**src/rtl/fifo_pkg.sv**
```systemverilog
// Shared constants for the synchronous FIFO block.
package fifo_pkg;

  localparam int FIFO_DEPTH      = 16;
  localparam int FIFO_ADDR_WIDTH = 4;
  localparam int FIFO_DATA_WIDTH = 8;

endpackage : fifo_pkg

```
**src/rtl/fifo_mem.sv**
```systemverilog
// DEPTH x DATA_WIDTH storage with a synchronous write port and a registered read port.
module fifo_mem
  import fifo_pkg::*;
#(
  parameter int DEPTH      = FIFO_DEPTH,
  parameter int ADDR_WIDTH = FIFO_ADDR_WIDTH,
  parameter int DATA_WIDTH = FIFO_DATA_WIDTH
) (
  input  logic                  clk,
  input  logic                  n_rst,
  input  logic                  we,
  input  logic [ADDR_WIDTH-1:0] waddr,
  input  logic [DATA_WIDTH-1:0] wdata,
  input  logic                  re,
  input  logic [ADDR_WIDTH-1:0] raddr,
  output logic [DATA_WIDTH-1:0] rdata
);

  logic [DATA_WIDTH-1:0] mem [DEPTH];

  // NOTE: storage has no reset so it maps onto plain RAM; pointers alone decide what is valid.
  always_ff @(posedge clk) begin
    if (we) begin
      mem[waddr] <= wdata;
    end
  end

  // NOTE: sequential state uses non-blocking assignments so every flop samples pre-edge values.
  always_ff @(posedge clk) begin
    if (n_rst) begin
      rdata <= '0;
    end else if (re) begin
      rdata <= mem[raddr];
    end
  end

endmodule : fifo_mem

```
**src/rtl/fifo.sv**
```systemverilog
// Single-clock FIFO: pointer/count bookkeeping, accept logic and status flags around fifo_mem.
module fifo
  import fifo_pkg::*;
#(
  parameter int DEPTH      = FIFO_DEPTH,
  parameter int ADDR_WIDTH = FIFO_ADDR_WIDTH,
  parameter int DATA_WIDTH = FIFO_DATA_WIDTH
) (
  input  logic                  clk,
  input  logic                  n_rst,
  input  logic                  wr_en,
  input  logic                  rd_en,
  input  logic [DATA_WIDTH-1:0] din,
  output logic [DATA_WIDTH-1:0] dout,
  output logic                  f_full,
  output logic                  f_empty
);

  if (DEPTH != 2 ** ADDR_WIDTH) begin : g_bad_depth
    $error("fifo: DEPTH (%0d) must equal 2**ADDR_WIDTH (%0d)", DEPTH, ADDR_WIDTH);
  end

  localparam logic [ADDR_WIDTH:0] COUNT_FULL = (ADDR_WIDTH + 1)'(DEPTH);

  logic [ADDR_WIDTH-1:0] wr_ptr;
  logic [ADDR_WIDTH-1:0] rd_ptr;
  logic [ADDR_WIDTH:0]   count;
  logic [ADDR_WIDTH:0]   count_nxt;
  logic                  wr_acc;
  logic                  rd_acc;

  assign f_full  = (count == COUNT_FULL);
  assign f_empty = (count == '0);

  // Full blocks writes and empty blocks reads, so a simultaneous request at either extreme
  // degrades to the single operation that is legal.
  assign wr_acc = wr_en & ~f_full;
  assign rd_acc = rd_en & ~f_empty;

  // NOTE: default assigned first so no path leaves count_nxt unassigned (no latch).
  always_comb begin
    count_nxt = count;
    case ({wr_acc, rd_acc})
      2'b10:   count_nxt = count + 1'b1;
      2'b01:   count_nxt = count - 1'b1;
      default: count_nxt = count;
    endcase
  end

  always_ff @(posedge clk) begin
    if (n_rst) begin
      wr_ptr <= '0;
      rd_ptr <= '0;
      count  <= '0;
    end else begin
      if (wr_acc) wr_ptr <= wr_ptr + 1'b1;
      if (rd_acc) rd_ptr <= rd_ptr + 1'b1;
      count <= count_nxt;
    end
  end

  fifo_mem #(
    .DEPTH      (DEPTH),
    .ADDR_WIDTH (ADDR_WIDTH),
    .DATA_WIDTH (DATA_WIDTH)
  ) u_mem (
    .clk   (clk),
    .n_rst (n_rst),
    .we    (wr_acc),
    .waddr (wr_ptr),
    .wdata (din),
    .re    (rd_acc),
    .raddr (rd_ptr),
    .rdata (dout)
  );

endmodule : fifo

```
**config.mk**
```make
export PLATFORM = sky130hd
export DESIGN_NAME = fifo
export DESIGN_NICKNAME = d
export VERILOG_FILES = /design/src/rtl/fifo_pkg.sv /design/src/rtl/fifo_mem.sv /design/src/rtl/fifo.sv
export SDC_FILE = /design/constraint.sdc
export NUM_CORES = 1
export LEC_CHECK = 0
export BUFFER_PORTS_ARGS = -buffer_cell sky130_fd_sc_hd__buf_2
export CORE_MARGIN = 4
export CORE_UTILIZATION = 60
export CTS_BUF_LIST = sky130_fd_sc_hd__clkbuf_4
export DETAILED_ROUTE_END_ITERATION = 7
export PLACE_DENSITY = 0.78
export SETUP_SLACK_MARGIN = 0.4
export SLEW_MARGIN = 40
export SYNTH_ARGS = -nofsm -noshare
export SYNTH_HDL_FRONTEND = slang
export SYNTH_SLANG_ARGS = --single-unit
```
**constraint.sdc**
```tcl
create_clock -name clk -period 3.75 [get_ports clk]
set_input_delay 0.75 -clock clk [delete_from_list [all_inputs] [get_ports clk]]
set_output_delay 0.75 -clock clk [all_outputs]
set_load 0.05 [all_outputs]
```
==> metrics.txt <==
outcome finished clean; synth warn 0; gr ovfl total 0; Worst-Skew Late Latency 0.51 ns; CTS Buffer Depth 2; sequential power share 50.2%; Lkg Pwr 2.10 nW; min Tclk post-route 3.01 ns; Avg Inst Size Synth 16.7 um^2; post-CTS sizing 0; Hold-fix buffers, CTS 0; row count 36; Setup-failing EPs final 0; synth top area cells edfxtp_1 65%, dfxtp_1 7.1%, mux2i_1 6.1%; Die Span Y 107 um; Top delay family on crit path adder cells; pin count of the biggest net entering global routing 33; worst reg2reg path endpoint count[4]$_SDFFE_PP0P_; critical path required time 4.17 ns; CTS Sinks 149; Max-cap violations 0; switching part of the total 31.7%; IO Port Bufs 21; r2r startpoint count[0]$_SDFFE_PP0P_; fillers 640; pins over their slew limit 0; antenna violations before repair 0; Vias/cell 5.93; Total Die Area 11600 um^2; layout cells sized above 1 19.4%; DRC viols 0; Syn Nets 377; top-count cell post-synth edfxtp_1; CP startpoint count[0]$_SDFFE_PP0P_; nature of the critical path startpoint flip-flop; fmax 332 MHz; Synth Cell Area 5940 um^2; HP Class flip-flop to flip-flop; worst path cell trace nor4_1, a21boi_2, buf_4, ha_1, fa_1, a21o_1, a21oi_1, mux2i_1, mux2_2; drt wl/cell 20.8 um; Rel. slew slack 45.7%; starting density of the core 61.3%; Comb pwr share 25.6%; Final Hold Vio Count 0; Worst Skew 0.0117 ns; first-pass GRT wire length 17500 um; fraction of synthesized cell area taken by the top area cell type 64.7%; critical path class flip-flop to flip-flop; drt initial violations 251; Peak VDD IR 0.381 mV; Post-Place Cell Area 6180 um^2; largest area contributor in the netlist edfxtp_1; # Post-CTS Setup Buffers 0; Root Driver clkbuf_4; FF+latch count, synth 149; synth cell count leaders 128 x edfxtp_1, 45 x nor2_1, 36 x mux2i_1; Non-Filler Instances 530; PD cells 623 nW/um^2; Buf+Inv Stages, Crit Path 1; Hold WS 0.509 ns; vias post-DR 3143; Design Area, Final 6470 um^2; r2r setup slk 0.74 ns; Num CTS Buffers 17; worst setup path end count[4]$_SDFFE_PP0P_; num ports 22; n_diodes 0; Mapped Cells 355; Area Growth Syn to Fin 8.94%; Tightest Pin Transition 0.812 ns; First-pass DRT Iterations 5; Post-synth EDFFs 128; Fin Setup TNS 0 ns; Final period util 80.2%; RSZ-0062 raised after global routing no; Crit. End Element flip-flop; Worst path depth 9; max incr delay on CP 0.51 ns; Clock power frac 24.1%; Final #Nets 406; Worst-path clk slew 0.12 ns; ys async rst share 0%; Worst Reg-to-Reg Cells 9; Seq/Total Area, Yosys 71.8%; core area 9680 um^2; TritonCTS clock tree built; post-DP HPWL 7360 um; HP Start u_mem.rdata[6]$_SDFFE_PP0P_; Post-DRT Antenna Nets 0; Placed Cells 498; Internal 2.75 mW; Primary FF master, synth edfxtp_1; Slowest cell on crit path nor4_1; P_sw 1.28 mW; Yosys cell types 36; GPL Wtd Cong 0.779; vias in the first global route 3201; Tot GR Track Use 20.9%; Die Wd 107 um; Worst EP arrival 3.43 ns; Clock H-tree levels 4; CP max FO 19; Detailed Route WL 11000 um
-- flip-flops by register name, indices dropped and copies added (netlist names) --
register / count
u_mem.mem: 128
rd_ptr: 4
wr_ptr: 4
count: 5
u_mem.rdata: 8
-- stage by stage --
stage	utilization [%]	total power, mW	worst slack (ns)
final	66.8	4.03	0.741
after global routing	66.8	4.25	0.529
after CTS	66.8	4.06	0.727
after detailed placement	63.9	3.10	0.528
after global placement	63.8	3.07	0.665
after floorplan	-	2.85	0.906
-- cell type report --
class | instances | area (um^2) | area share, %
flip-flops and latches | 149 | 4270 | 66.0
multi-input cells | 183 | 1570 | 24.3
well taps | 133 | 166 | 2.57
repair buffers | 29 | 165 | 2.55
clock buffers | 19 | 143 | 2.21
clock inverters | 13 | 139 | 2.15
inverters | 4 | 15.0 | 0.232
-- cells in the final DEF (no fill, tap or decap), types with 2 or more instances in the layout --
cell type,synthesis,routed
a21o_1,2,2
a21oi_1,3,3
a22oi_1,8,8
a311oi_1,8,8
and3_1,2,2
buf_2,7,21
buf_4,2,8
bufinv_16,0,3
clkbuf_4,0,19
clkinv_1,0,5
clkinv_2,0,3
clkinvlp_4,0,2
dfxtp_1,21,19
edfxtp_1,128,128
ha_1,9,9
inv_1,4,4
mux2i_1,36,36
mux4_2,16,16
nand2_1,4,4
nand2b_1,2,2
nand3b_1,2,2
nor2_1,45,45
nor2b_1,3,3
nor3_1,4,4
o211ai_1,3,3
o22ai_1,16,16
xnor2_1,3,3
xor2_1,6,6
-- how the worst min path moves through the flow --
stage | endpoint | slack [ns] | cells after the start
detailed placement | u_mem.rdata[6]$_SDFFE_PP0P_ | 0.50 | 2
finish | u_mem.rdata[6]$_SDFFE_PP0P_ | 0.51 | 2
global route | u_mem.rdata[6]$_SDFFE_PP0P_ | 0.54 | 2
CTS | u_mem.rdata[6]$_SDFFE_PP0P_ | 0.51 | 2
global placement | u_mem.rdata[0]$_SDFFE_PP0P_ | 0.49 | 2
floorplan | count[3]$_SDFFE_PP0P_ | 0.48 | 2
-- cells by family after synthesis --
kind of cell,after synthesis,share of synthesized area [%]
AND/OR/NAND/NOR,67,4.99
buffers and inverters,23,1.73
multiplexers,53,12.3
XOR/XNOR,9,1.33
flip-flops,149,71.8
adder cells (fa/ha/maj),10,2.23
AO/OA/AOI/OAI,44,5.56
-- routing by layer --
layer / wire (um) / global-route usage (%) / vias to the layer above
met5: 0 / 0 / -
met4: 190 / 8.03 / 0
met3: 921 / 4.86 / 13
li1: - / - / 1446
met2: 5470 / 32.8 / 142
met1: 4420 / 29.0 / 1542
-- power groups by stage --
stage	clock network (mW)	logic [mW]	registers [mW]
final	0.973	1.03	2.02
after global routing	1.07	1.14	2.04
after CTS	0.998	1.04	2.02
after detailed placement	0	1.04	2.06
after global placement	0	1.01	2.05
after floorplan	0	0.685	2.16
-- worst register-to-register path: cells and delay by family (launching register included) --
| kind | cells | cell delay (ns) |
|---|---|---|
| AO/OA/AOI/OAI | 3 | 0.49 |
| buffers and inverters | 1 | 0.21 |
| flip-flops | 1 | 0.38 |
| AND/OR/NAND/NOR | 1 | 0.51 |
| adder cells (fa/ha/maj) | 2 | 0.73 |
| multiplexers | 2 | 0.59 |
Power figures use the tool's default switching activity.
